<file path="src/rtl/uart_sched_pkg.sv">
// Shared types and constants for the round-robin UART transmit scheduler.
// Optional START timeout is enabled by defining UART_SCHED_START_TMO_EN.
package uart_sched_pkg;

    typedef enum logic [1:0] {
        IDLE  = 2'd0,
        START = 2'd1,
        BUSY  = 2'd2,
        GAP   = 2'd3
    } sched_state_t;

    localparam int DEFAULT_GAP_CYCLES = 16;
    localparam int DEFAULT_START_TMO  = 4096;

    function automatic int grant_w(input int num_req);
        return (num_req > 1) ? $clog2(num_req) : 1;
    endfunction

endpackage

</file>
<file path="src/rtl/uart_tx_scheduler_rr_pick.sv">
// Combinational round-robin picker: first valid requester strictly after the
// last grant, wrapping with an explicit modulo so any NUM_REQ works.
module rr_pick
    import uart_sched_pkg::*;
#(
    parameter int NUM_REQ = 4,
    parameter int GRANT_W = grant_w(NUM_REQ)
)(
    input  logic [NUM_REQ-1:0] i_req_valid,
    input  logic [GRANT_W-1:0] i_last,
    output logic [NUM_REQ-1:0] o_pick_oh,
    output logic [GRANT_W-1:0] o_pick_idx,
    output logic               o_pick_valid
);

    logic [GRANT_W-1:0] w_cand;
    logic               w_found;

    // Scan NUM_REQ candidates starting one past the last grant; first hit wins.
    always_comb begin
        o_pick_oh  = '0;
        o_pick_idx = i_last;
        w_found    = 1'b0;
        w_cand     = '0;
        for (int off = 1; off <= NUM_REQ; off++) begin
            w_cand = GRANT_W'((int'(i_last) + off) % NUM_REQ);
            if (!w_found && i_req_valid[w_cand]) begin
                w_found           = 1'b1;
                o_pick_idx        = w_cand;
                o_pick_oh[w_cand] = 1'b1;
            end else begin
                w_found = w_found;
            end
        end
    end

    assign o_pick_valid = w_found;

endmodule

</file>
<file path="src/rtl/uart_tx_scheduler.sv">
// Shares one UART transmitter among NUM_REQ byte producers with CTS gating and
// an inter-frame gap. Define UART_SCHED_START_TMO_EN to bound the wait in START.
module uart_tx_scheduler
    import uart_sched_pkg::*;
#(
    parameter int NUM_REQ    = 4,
    parameter int DATA_BITS  = 8,
    parameter int GAP_CYCLES = DEFAULT_GAP_CYCLES,
    parameter int START_TMO  = DEFAULT_START_TMO
)(
    input  logic                         SysClk,
    input  logic                         Rst,
    input  logic [NUM_REQ-1:0]           Req_Valid,
    input  logic [NUM_REQ*DATA_BITS-1:0] Req_Data,
    output logic [NUM_REQ-1:0]           Req_Ack,
    input  logic                         CTS,
    input  logic                         Tx_Busy,
    output logic [DATA_BITS-1:0]         Tx_Data,
    output logic                         Transmit_Start,
    output logic [grant_w(NUM_REQ)-1:0]  Grant_Id,
    output logic                         Sched_Busy,
    output logic                         Start_Tmo_Err
);

    localparam int GW    = grant_w(NUM_REQ);
    localparam int GAP_W = (GAP_CYCLES > 1) ? $clog2(GAP_CYCLES) : 1;

    sched_state_t         r_state;
    logic [NUM_REQ-1:0]   r_ack;
    logic                 r_start;
    logic [DATA_BITS-1:0] r_data;
    logic [GW-1:0]        r_gid;
    logic                 r_busy;
    logic [GAP_W-1:0]     r_gap_cnt;
    logic                 r_tmo_err;

    sched_state_t         w_state_nxt;
    logic [NUM_REQ-1:0]   w_ack_nxt;
    logic                 w_start_nxt;
    logic [DATA_BITS-1:0] w_data_nxt;
    logic [GW-1:0]        w_gid_nxt;
    logic [GAP_W-1:0]     w_gap_nxt;
    logic                 w_err_nxt;
    logic                 w_tmo_hit;

    logic [NUM_REQ-1:0]   w_pick_oh;
    logic [GW-1:0]        w_pick_idx;
    logic                 w_pick_valid;
    logic [DATA_BITS-1:0] w_req_bytes [NUM_REQ];

    for (genvar g = 0; g < NUM_REQ; g++) begin : g_bytes
        assign w_req_bytes[g] = Req_Data[g*DATA_BITS +: DATA_BITS];
    end

    rr_pick #(
        .NUM_REQ (NUM_REQ),
        .GRANT_W (GW)
    ) u_rr_pick (
        .i_req_valid  (Req_Valid),
        .i_last       (r_gid),
        .o_pick_oh    (w_pick_oh),
        .o_pick_idx   (w_pick_idx),
        .o_pick_valid (w_pick_valid)
    );

`ifdef UART_SCHED_START_TMO_EN
    localparam int TMO_W = (START_TMO > 1) ? $clog2(START_TMO) : 1;
    logic [TMO_W-1:0] r_tmo_cnt;

    // Cycles spent waiting in START for the UART to report busy.
    always_ff @(posedge SysClk) begin
        if (Rst) begin
            r_tmo_cnt <= '0;
        end else if (r_state == START) begin
            r_tmo_cnt <= r_tmo_cnt + TMO_W'(1'b1);
        end else begin
            r_tmo_cnt <= '0;
        end
    end

    assign w_tmo_hit = (r_state == START) && (r_tmo_cnt == TMO_W'(START_TMO - 1));
`else
    assign w_tmo_hit = 1'b0;
`endif

    // Next-state and next-output decode; the gap counter idles at zero outside GAP.
    always_comb begin
        w_state_nxt = r_state;
        w_ack_nxt   = '0;
        w_start_nxt = r_start;
        w_data_nxt  = r_data;
        w_gid_nxt   = r_gid;
        w_gap_nxt   = '0;
        w_err_nxt   = r_tmo_err;
        case (r_state)
            IDLE: begin
                if (CTS && w_pick_valid) begin
                    w_state_nxt = START;
                    w_ack_nxt   = w_pick_oh;
                    w_start_nxt = 1'b1;
                    w_data_nxt  = w_req_bytes[w_pick_idx];
                    w_gid_nxt   = w_pick_idx;
                end else begin
                    w_start_nxt = 1'b0;
                end
            end
            START: begin
                // A busy UART on entry counts as the launch of our frame.
                if (Tx_Busy) begin
                    w_state_nxt = BUSY;
                    w_start_nxt = 1'b0;
                end else if (w_tmo_hit) begin
                    w_state_nxt = (GAP_CYCLES == 0) ? IDLE : GAP;
                    w_start_nxt = 1'b0;
                    w_err_nxt   = 1'b1;
                end else begin
                    w_start_nxt = 1'b1;
                end
            end
            BUSY: begin
                if (!Tx_Busy) begin
                    w_state_nxt = (GAP_CYCLES == 0) ? IDLE : GAP;
                end else begin
                    w_state_nxt = BUSY;
                end
            end
            GAP: begin
                if (r_gap_cnt == GAP_W'(GAP_CYCLES - 1)) begin
                    w_state_nxt = IDLE;
                end else begin
                    w_gap_nxt = r_gap_cnt + GAP_W'(1'b1);
                end
            end
            default: begin
                w_state_nxt = IDLE;
                w_start_nxt = 1'b0;
            end
        endcase
    end

    // State and registered outputs.
    always_ff @(posedge SysClk) begin
        if (Rst) begin
            r_state   <= IDLE;
            r_ack     <= '0;
            r_start   <= 1'b0;
            r_data    <= '0;
            r_gid     <= GW'(NUM_REQ - 1);
            r_busy    <= 1'b0;
            r_gap_cnt <= '0;
            r_tmo_err <= 1'b0;
        end else begin
            r_state   <= w_state_nxt;
            r_ack     <= w_ack_nxt;
            r_start   <= w_start_nxt;
            r_data    <= w_data_nxt;
            r_gid     <= w_gid_nxt;
            r_busy    <= (w_state_nxt != IDLE);
            r_gap_cnt <= w_gap_nxt;
            r_tmo_err <= w_err_nxt;
        end
    end

    assign Req_Ack        = r_ack;
    assign Transmit_Start = r_start;
    assign Tx_Data        = r_data;
    assign Grant_Id       = r_gid;
    assign Sched_Busy     = r_busy;
    assign Start_Tmo_Err  = r_tmo_err;

endmodule
</file>
<file path="config.mk">
export PLATFORM = sky130hd
export DESIGN_NAME = uart_tx_scheduler
export DESIGN_NICKNAME = d
export VERILOG_FILES = /design/src/rtl/uart_sched_pkg.sv /design/src/rtl/uart_tx_scheduler_rr_pick.sv /design/src/rtl/uart_tx_scheduler.sv
export SDC_FILE = /design/constraint.sdc
export NUM_CORES = 1
export LEC_CHECK = 0
export CAP_MARGIN = 0
export CORE_AREA = 2 2 65 67
export CTS_BUF_LIST = sky130_fd_sc_hd__clkbuf_2 sky130_fd_sc_hd__clkbuf_4 sky130_fd_sc_hd__clkbuf_8
export CTS_CLUSTER_DIAMETER = 80
export DETAILED_ROUTE_END_ITERATION = 16
export DIE_AREA = 0 0 67 69
export PLACE_DENSITY = 0.72
export SYNTH_ARGS = -nofsm -noshare
export SYNTH_HDL_FRONTEND = slang
export SYNTH_SLANG_ARGS = --single-unit
</file>
<file path="constraint.sdc">
create_clock -name SysClk -period 5.15 [get_ports SysClk]
set_input_delay 1.545 -clock SysClk [delete_from_list [all_inputs] [get_ports SysClk]]
set_output_delay 1.545 -clock SysClk [all_outputs]
set_load 0.02 [all_outputs]
</file>
* Yosys cells after proc, flatten, opt, wreduce, memory -nomap -nowiden
Cells that the tools add are included.
** Operators by class
- Add/sub/neg operators :: 5
- Magnitude comparators :: 9
- Eq/ne operators :: 4
- Multiplexer cells :: 39
- Bitwise gates (word level) :: 7
- Reduce and logical (&&, ||, !) cells :: 17
** Operator list (count)
- 8-bit binary-select mux with 2-bit select :: 1
- 4-bit two-way mux :: 4
- 8-bit two-way mux :: 2
- 1-bit two-way mux :: 15
- 2-bit two-way mux :: 7
- 2-bit by 3-bit less-than comparator with 1-bit output (second input constant) :: 4
- 4-bit bitwise OR :: 3
- 1-bit binary-select mux with 2-bit select :: 4
- 1-bit demux with 2-bit select :: 4
- 2-bit by 1-bit greater-or-equal comparator with 1-bit output (second input constant) :: 4
- 1-bit logical AND :: 8
- 2-bit one-hot mux with 4 select lines :: 1
- 3-bit OR reduction :: 2
- 2-bit by 1-bit adder with 2-bit output (second input constant) :: 2
- 2-bit adder (second input constant) :: 2
- 4-bit by 1-bit adder with 4-bit output (second input constant) :: 1
- 2-bit equality test (second input constant) :: 2
- 4-bit equality test (second input constant) :: 1
- 2-bit nonzero test :: 2
- 3-bit greater-or-equal comparator (second input constant) :: 1
- 1-bit zero test :: 3
- 1-bit NOT :: 3
- 2-bit NOT with 3-bit output :: 1
- 2-bit by 1-bit equality test with 1-bit output (second input constant) :: 1
- 3 further kinds :: 3
** Storage, ports and cells
- Flip-flop bits (word level) :: 22
- Input port bits :: 40
- Output and inout port bits :: 17
- Logic and storage cells :: 88

* Logic depth before layout (Yosys ltp)
Gate-level depths: netlist of run 1.
- Word-level depth :: 17
- Mapped depth :: 10

* By module
A second synthesis of run 1 with hierarchy kept.
** Unflattened totals
- Cells, all modules :: 150
- Area, all modules :: 1475.2 µm²
** Modules (own cells, without submodules)
- uart_tx_scheduler :: instances 1, cells an instance 79, area an instance 963.4 µm², sequential area each 440.4 µm²
- rr_pick :: instances 1, cells an instance 71, area an instance 511.7 µm², sequential area each 0.0 µm²

* Worst setup path after synthesis of run 1
Ideal clock, no wire load.
- Kind :: input -> register
- From :: in Req_Valid[2]
- To :: reg r_data[0] (netlist: Tx_Data[0])
- Arrival :: 3056 ps
- Data required time :: 5067 ps
- Setup slack :: 2012 ps
- Stages :: 6
- Buffers on the path :: 1
- Path through :: buf_2 > mux4_2 > inv_1 > nand3_1 > a311o_1 > o221ai_1
** On the way
- Cells in the longest elaborated chain, start to end :: 16
** Ends and longest elaborated chain
- start: declaration :: line uart_tx_scheduler.sv:13 : input logic [NUM_REQ-1:0] Req_Valid,
- 1-bit binary-select mux with 2-bit select :: line uart_tx_scheduler_rr_pick.sv:27 : if (!w_found && i_req_valid[w_cand]) begin
- 1-bit two-way mux (implied by the code) :: line uart_tx_scheduler_rr_pick.sv:27
- 1-bit two-way mux :: line uart_tx_scheduler_rr_pick.sv:27
- 1-bit zero test :: line uart_tx_scheduler_rr_pick.sv:27
- 1-bit logical AND :: line uart_tx_scheduler_rr_pick.sv:27
- 1-bit two-way mux :: line uart_tx_scheduler_rr_pick.sv:27
- 1-bit zero test :: line uart_tx_scheduler_rr_pick.sv:27
- 1-bit logical AND :: line uart_tx_scheduler_rr_pick.sv:27
- 1-bit two-way mux :: line uart_tx_scheduler_rr_pick.sv:27
- 1-bit zero test :: line uart_tx_scheduler_rr_pick.sv:27
- 1-bit logical AND :: line uart_tx_scheduler_rr_pick.sv:27
- 2-bit two-way mux :: line uart_tx_scheduler_rr_pick.sv:27
- 2-bit NOT with 3-bit output (implied by the code) :: line uart_tx_scheduler.sv:101 : w_data_nxt = w_req_bytes[w_pick_idx];
- 8-bit binary-select mux with 2-bit select :: line uart_tx_scheduler.sv:101
- 8-bit two-way mux (implied by the code) (2 in series) :: line uart_tx_scheduler.sv:101
- end signal: assignment :: line uart_tx_scheduler.sv:156 : r_data <= w_data_nxt;
- end: declaration :: line uart_tx_scheduler.sv:31 : logic [DATA_BITS-1:0] r_data;
Parallel ways exist; a longest one is shown, timed or not. The select of a mux whose other input is x is not followed.
A chain may end at the register's enable or synchronous reset.

* Final worst setup path of run 1
- From :: in Req_Valid[0]
- To :: reg r_data[4] (netlist: Tx_Data[4])
Same word-level chain as after synthesis.

==> out/results.txt, run 1 <==
first-pass GRT wire length -> 6020 µm
Worst IR Drop VDD -> 167 µV
post-CTS setup repair buffer count -> 0
worst reg2reg setup slack -> 2050 ps
core area -> 3910 µm²
Hold Crit Depth -> 1
Post-Syn Area -> 1510 µm²
Synth Net Count -> 215
max-slew violation count -> 0
H-tree levels -> 1
slew margin rel. -> 0.611
Post-DP HPWL -> 2910 µm
period utilization -> 0.718
Post-synth EDFFs -> 0
# rows -> 23
clock buffer count from CTS -> 3
Max stage delay on crit path -> 620 ps
Post-synth ARST share -> 0
Period minus WS final -> 3700 ps
PD cells -> 310 nW/µm²
total die area -> 4620 µm²
Worst Path Max Fanout -> 15
Hold Startpoint -> r_gap_cnt[0]
fin nets -> 267
CTS clk-pin slew, worst paths -> 70 ps
critical path's slowest cell -> clkdlybuf4s50_1
Tot Pwr -> 0.654 mW
First DRT Iteration DRCs -> 78
status -> completed
final count of hold timing violations -> 0
Fmax -> 270 MHz
Post-CTS Resized -> 0
MaxCap Viol Count -> 0
crit path cell chain -> clkdlybuf4s50_1, mux4_2, nor2b_4, a221o_1, a311o_1, o221ai_1
pin count of the biggest net entering global routing -> 20
Routed WL -> 3670 µm
YS warnings -> 0
Antenna Cells -> 0
DRC Markers -> 0
Initial Util -> 0.385
CTS hold repair buffers -> 0
Worst-Skew Late Latency -> 260 ps
setup tns final -> 0 ps
Die H -> 69 µm
Total GRT Usage -> 0.167
CTS tree -> yes
syn avg cell area -> 9.07 µm²
most common cell in the netlist -> dfxtp_1
via count -> 1425
Boundary Pins -> 57
Cells after Synth -> 166
WHS Endpoint -> r_gap_cnt[0]
Top FF cell, synth -> dfxtp_1
top-area cell type share of the netlist area -> 0.293
Root Driver -> clkbuf_8
Crit. End Element -> flop
Setup Skew -> 1.86 ps
grt total ovfl -> 0
Crit Path Class -> input pin to flop
Core Util, Final -> 0.540
crit path DAT -> 3880 ps
unrepaired setup endpoints after global routing -> no
P&R area growth vs syn -> 40.4%
top post-synthesis cells by count -> dfxtp_1, mux2i_1, nand2_1, ha_1
Reg-to-Reg Start -> Grant_Id[0]
number of global-route vias before repair -> 1306
DIE WIDTH -> 67 µm
Max Root-Sink Buffers -> 2
post-route ant nets -> 0
vias per std cell -> 5.36
Detailed Routing Iterations Pass 1 -> 4
final hold slack -> 451 ps
routed len/inst -> 13.8 µm
Worst Path Required -> 5330 ps
antenna violations before repair -> 0
final setup vio count -> 0
share of layout cells above drive strength 1 -> 0.0602
RD Place Congestion -> 0.846
port bufs -> 55
RR Endpoint -> Tx_Data[4]
sequential fraction of the synthesis area -> 0.293
Sink Count -> 22
r2r worst-path depth -> 7
Leak -> 0.830 nW
Synth area leader -> dfxtp_1
post-synth cell types -> 40
Synth Register Bits -> 22
Area contributors post-synth -> dfxtp_1, mux2i_1, ha_1
Tightest Pin Transition -> 578 ps
HP Class -> flop to flop
CP Launch Type -> input pin
==> flip-flops by register name (all words and copies together) (netlist names) <==
name and count:
Req_Ack 4, Grant_Id 2, r_gap_cnt 4, Tx_Data 8, r_state 2, Sched_Busy 1
Transmit_Start 1
==> logic make-up after synthesis <==
group	count (synthesis)	synth area share
adder cells (fa/ha/maj)	9	0.0748
AND/OR/NAND/NOR	50	0.174
AO/OA/AOI/OAI	43	0.214
flip-flops	22	0.293
other	1	0.00249
XOR/XNOR	3	0.0175
buffers and inverters	16	0.0532
multiplexers	22	0.172
==> per-stage QoR <==
step	cells	cell area [µm²]	setup slack [ps]
3_3_place_gp	263	2070	1220
2_1_floorplan	166	1510	2010
3_5_place_dp	263	2070	1170
5_1_grt	266	2110	1300
6_report	266	2110	1450
4_1_cts	266	2110	1460
==> layout make-up <==
type	count	area (µm²)
flip-flops and latches	22	440
well taps	50	62.6
multi-input cells	128	985
repair buffers	56	558
inverters	7	26.3
clock buffers	3	41.3
fillers	403	1800
==> cell usage in the layout (no fill, tap or decap), types with 6 or more instances in the layout <==
master / count
clkdlybuf4s50_1: 55
dfxtp_1: 22
mux2i_1: 18
nand2_1: 16
ha_1: 9
nor2_1: 8
o221ai_1: 8
inv_1: 7
a21oi_1: 6
o21ai_0: 6
==> where the power goes <==
group	switching (mW)	internal, mW	leakage (nW)
combinational	0.162	0.168	0.628
sequential	0.0266	0.195	0.180
clock	0.0513	0.0522	0.0216
total	0.240	0.415	0.830
==> worst max path at each step <==
stage,to,cells past startpoint,from,slack [ps]
after floorplan,Tx_Data[0],6,Req_Valid[2],2010
after global placement,Tx_Data[2],6,Req_Valid[0],1220
after detailed placement,Tx_Data[4],6,Req_Valid[0],1170
after CTS,Tx_Data[4],6,Req_Valid[0],1460
after global routing,Tx_Data[4],6,Req_Valid[0],1300
final,Tx_Data[4],6,Req_Valid[0],1450
==> worst max-delay path, delay by kind of cell <==
kind,cells,cell delay (ps)
buffers and inverters,1,620
multiplexers,1,540
AND/OR/NAND/NOR,1,160
AO/OA/AOI/OAI,3,1010
==> layer usage <==
metal	GRT usage	routed length, µm	share of wire	vias up
met5	0	0	0	-
met4	0.0726	95	0.026	0
met3	0.0375	131	0.036	8
met2	0.279	1910	0.52	26
met1	0.198	1530	0.42	669
li1	-	-	-	722
Power figures use the tool's default switching activity.
==> run 2, diff against run 1 <==
Clock period 5.15 ns to 3.9 ns, I/O delays scaled along.
==> run 2 against run 1 <==
  * Register-to-register slack got worse by 1200 ps
  * Final cell count rose by 1.1%
  * Clock skew rose by 1.7 ps
  * Utilization rose by 0.74 points
  * Hold slack improved by 3.3 ps
  * First-iteration DRC count fell by 3.8%
  * Global-route usage rose by 0.26 points
==> out/results.txt, run 2 (synthesis gave the netlist of run 1 again) <==
P&R area growth vs syn -> 42.3%
Worst Path Required -> 4080 ps
Antenna Cells -> 0
Initial Util -> 0.385
max reg flops -> 8
setup tns final -> 0 ps
Leak -> 0.846 nW
critical path's slowest cell -> clkdlybuf4s50_1
fillcell total -> 394
MaxCap Viol Count -> 0
crit path DAT -> 3490 ps
CTS clk-pin slew, worst paths -> 80 ps
Max Root-Sink Buffers -> 2
Total GRT Usage -> 0.169
Detailed Routing Iterations Pass 1 -> 4
Setup Skew -> 3.54 ps
crit path cell chain -> clkdlybuf4s50_1, mux4_2, nor2b_4, a221o_1, a311o_1, o221ai_1
CTS tree -> yes
vias per std cell -> 5.27
max-slew violation count -> 0
HP Class -> flop to flop
RD Place Congestion -> 0.836
core area -> 3910 µm²
PD cells -> 417 nW/µm²
Hold Startpoint -> r_gap_cnt[0]
Crit Path Class -> input pin to flop
worst reg2reg setup slack -> 800 ps
Post-CTS Resized -> 0
most frequent cells in the layout -> clkdlybuf4s50_1, dfxtp_1, mux2i_1
Worst Path Max Fanout -> 14
WP buf/inv -> 1
CP startpoint -> Req_Valid[3]
CTS hold repair buffers -> 0
status -> completed
routed len/inst -> 13.8 µm
Core Util, Final -> 0.547
Boundary Pins -> 57
Root Driver -> clkbuf_8
Worst IR Drop VDD -> 230 µV
DRC Markers -> 0
fin nets -> 269
CP Launch Type -> input pin
via count -> 1418
antenna violations before repair -> 0
DIE WIDTH -> 67 µm
H-tree levels -> 1
number of global-route vias before repair -> 1391
final setup vio count -> 0
post-CTS setup repair buffer count -> 0
final hold slack -> 454 ps
Worst path top cell family by delay -> compound AO/OA/AOI/OAI gates
Max stage delay on crit path -> 620 ps
Reg-to-Reg Start -> Grant_Id[0]
Tot Pwr -> 0.893 mW
Die H -> 69 µm
Crit. End Element -> flop
Tightest Pin Transition -> 611 ps
Period minus WS final -> 3300 ps
port bufs -> 55
final count of hold timing violations -> 0
Post-DP HPWL -> 2870 µm
grt total ovfl -> 0
First DRT Iteration DRCs -> 75
Routed WL -> 3710 µm
first-pass GRT wire length -> 6180 µm
# rows -> 23
clock buffer count from CTS -> 3
Fmax -> 303 MHz
total die area -> 4620 µm²
unrepaired setup endpoints after global routing -> no
Sink Count -> 22
pin count of the biggest net entering global routing -> 20
period utilization -> 0.847
most common cell after layout, fill and taps aside -> clkdlybuf4s50_1
slew margin rel. -> 0.589
share of layout cells above drive strength 1 -> 0.0731
Worst-Skew Late Latency -> 260 ps
post-route ant nets -> 0
-- run 2: changes by cell type in the layout (fill, tap and decap cells not counted), sizes merged --
cell and change:
buf +2, clkbuf +1
-- run 2: cell type report --
class / instances / area (µm²) / area share
multi-input cells: 128 / 985 / 0.460
repair buffers: 58 / 573 / 0.268
flip-flops and latches: 22 / 440 / 0.206
well taps: 50 / 62.6 / 0.0292
clock buffers: 4 / 55.1 / 0.0257
inverters: 7 / 26.3 / 0.0123
-- run 2: worst reg2reg max path: stages, from the launching register on --
cell      delay, ps
dfxtp_1         700
inv_1           300
ha_1            520
mux4_2          340
nor2b_4         160
a221o_1         380
a311o_1         440
o221ai_1        180
-- run 2: per-stage QoR --
step / setup slack (ps) / cells / cell area (µm²)
after floorplan: 1080 / 166 / 1510
after global placement: 371 / 265 / 2090
after detailed placement: 322 / 265 / 2090
after CTS: 605 / 269 / 2140
after global routing: 451 / 269 / 2140
final: 597 / 269 / 2140
-- run 2: where the power goes --
part | switching (mW) | total, mW | internal (mW)
sequential | 0.0269 | 0.284 | 0.257
combinational | 0.222 | 0.447 | 0.225
clock | 0.0723 | 0.162 | 0.0900
-- run 2: metal layers --
metal / global-route usage / up-vias / part of all wire
li1: - / 722 / -
met1: 0.201 / 651 / 0.42
met2: 0.283 / 35 / 0.51
met3: 0.0440 / 10 / 0.049
met4: 0.0680 / 0 / 0.021
met5: 0 / - / 0
-- run 2: path summary, 6_finish.rpt --
kind / endpoint / cells past startpoint
max: Tx_Data[4] / 6
min: r_gap_cnt[0] / 1
min reg2reg: r_gap_cnt[0] / 1
max reg2reg: Tx_Data[4] / 7
==> run 3, diff against run 2 <==
Settings changed: PLACE_DENSITY 0.72 to 0.75.
Clock period 3.9 ns to 2.67 ns, I/O delays scaled along.
==> run 3 against run 2 <==
  * Flip-flop and latch count is the same
  * Utilization is 7.1 points higher
  * Hold slack got worse by 1.5 ps
  * Clock skew rose by 3.8 ps
  * Final area is 13% higher
  * Sequential power up 44%
  * Register-to-register slack worse by 690 ps
  * Combinational power increased by 80%
  * First-iteration DRC count up 13%
  * Largest cell class unchanged
  * Highest routed layer unchanged
==> out/results.txt, run 3 (synthesis gave the netlist of run 1 again) <==
status -> completed
CP endpoint -> Tx_Data[1]
total die area -> 4620 µm²
grt total ovfl -> 0
final hold slack -> 452 ps
RD Place Congestion -> 0.828
Worst IR Drop VDD -> 409 µV
Sink Count -> 22
P&R area growth vs syn -> 60.8%
Initial Util -> 0.385
PD cells -> 629 nW/µm²
area of the multi-input gates -> 1040 µm²
WP buf/inv -> 3
r2r worst-path depth -> 8
Worst-Skew Late Latency -> 270 ps
Routed WL -> 4030 µm
Leak -> 1.00 nW
antenna violations before repair -> 0
Max stage delay on crit path -> 520 ps
H-tree levels -> 1
Setup Skew -> 7.33 ps
most frequent cells in the layout -> clkdlybuf4s50_1, buf_4, dfxtp_1
RR Endpoint -> Tx_Data[1]
pin count of the biggest net entering global routing -> 19
Post-Layout Cell Count -> 290
CP Launch Type -> flop
Reg-to-Reg Start -> Grant_Id[0]
CTS clk-pin slew, worst paths -> 80 ps
number of global-route vias before repair -> 1397
Post-DP HPWL -> 3030 µm
# rows -> 23
Period minus WS final -> 2560 ps
final setup vio count -> 0
Crit path depth -> 8
routed len/inst -> 13.9 µm
MaxCap Viol Count -> 0
final count of hold timing violations -> 0
Worst Path Required -> 2860 ps
most common cell after layout, fill and taps aside -> clkdlybuf4s50_1
Die H -> 69 µm
fillcell total -> 349
via count -> 1505
Root Driver -> clkbuf_8
fin nets -> 290
CTS hold repair buffers -> 0
HP Class -> flop to flop
First DRT Iteration DRCs -> 85
port bufs -> 55
Crit. End Element -> flop
first-pass GRT wire length -> 6470 µm
clock buffer count from CTS -> 3
CP startpoint -> Grant_Id[0]
Boundary Pins -> 57
crit path DAT -> 2760 ps
DIE WIDTH -> 67 µm
Hold Startpoint -> r_gap_cnt[0]
Fmax -> 390 MHz
Total GRT Usage -> 0.173
DRC Markers -> 0
Inst Count DP -> 282
Antenna Cells -> 0
Max Root-Sink Buffers -> 2
CTS tree -> yes
Crit Path Class -> flop to flop
critical path's slowest cell -> a311o_2
crit path cell chain -> clkinvlp_4, ha_1, buf_4, mux4_2, inv_1, a221o_1, a311o_2, o221ai_2
vias per std cell -> 5.19
max-slew violation count -> 0
share of layout cells above drive strength 1 -> 0.204
core area -> 3910 µm²
post-route ant nets -> 0
FF+latch area -> 443 µm²
max reg flops -> 8
Detailed Routing Iterations Pass 1 -> 4
Worst path top cell family by delay -> compound AO/OA/AOI/OAI gates
period utilization -> 0.960
Worst Path Max Fanout -> 8
worst reg2reg setup slack -> 110 ps
==> run 3: cell types whose count changed in the layout (fill, tap and decap cells not counted), sizes merged <==
cell / change
clkinvlp: +1
dlymetal6s2s: +4
clkdlybuf4s50: -4
clkbuf: -1
inv: -1
buf: +21
bufinv: +1
==> run 3: routing by layer <==
layer,share of wire,GRT usage
met1,0.43,0.222
met2,0.50,0.294
met3,0.068,0.0408
met4,0.0037,0.0317
met5,0,0
==> run 3: how the worst min path moves through the flow <==
stage          cells after the start  slack [ps]            to
3_5_place_dp                       1         450  r_gap_cnt[0]
6_report                           1         450  r_gap_cnt[0]
2_1_floorplan                      1         420  r_gap_cnt[0]
4_1_cts                            1         460  r_gap_cnt[0]
5_1_grt                            1         470  r_gap_cnt[0]
3_3_place_gp                       1         430  r_gap_cnt[0]
==> run 3: layout make-up <==
| cell class | count | share of cell area |
|---|---|---|
| multi-input cells | 128 | 0.432 |
| clock buffers | 3 | 0.0171 |
| inverters | 7 | 0.0124 |
| repair buffers | 79 | 0.318 |
| clock inverters | 1 | 0.0124 |
| flip-flops and latches | 22 | 0.183 |
| well taps | 50 | 0.0258 |
==> run 3: worst register-to-register path, cell delays in order, from the launching register on <==
cell,delay [ps]
dfxtp_2,440
clkinvlp_4,160
ha_1,340
buf_4,180
mux4_2,230
inv_1,70
a221o_1,380
a311o_2,520
o221ai_2,190
==> run 3: per-stage QoR <==
stage	util	setup slack, ps	cell area, µm²	setup TNS, ps	power (mW)
final	0.619	106	2420	0	1.52
after global routing	0.619	-9.20	2420	-9.20	1.61
after CTS	0.597	-11.7	2340	-34.4	1.49
after detailed placement	0.575	-341	2250	-2470	1.17
after global placement	0.575	-258	2250	-2030	1.16
after floorplan	-	55.1	1520	0	0.867
==> run 3: what timing repair did <==
item	in CTS	in global routing
pin swaps	1	3
setup buffers	0	4
endpoints found under the setup margin	8	8
gates resized for setup	3	12
==> run 3: power by group <==
| group | internal (mW) | total, mW | switching, mW |
|---|---|---|---|
| Clock | 0.200 | 0.308 | 0.108 |
| Sequential | 0.377 | 0.410 | 0.0330 |
| Combinational | 0.428 | 0.806 | 0.377 |
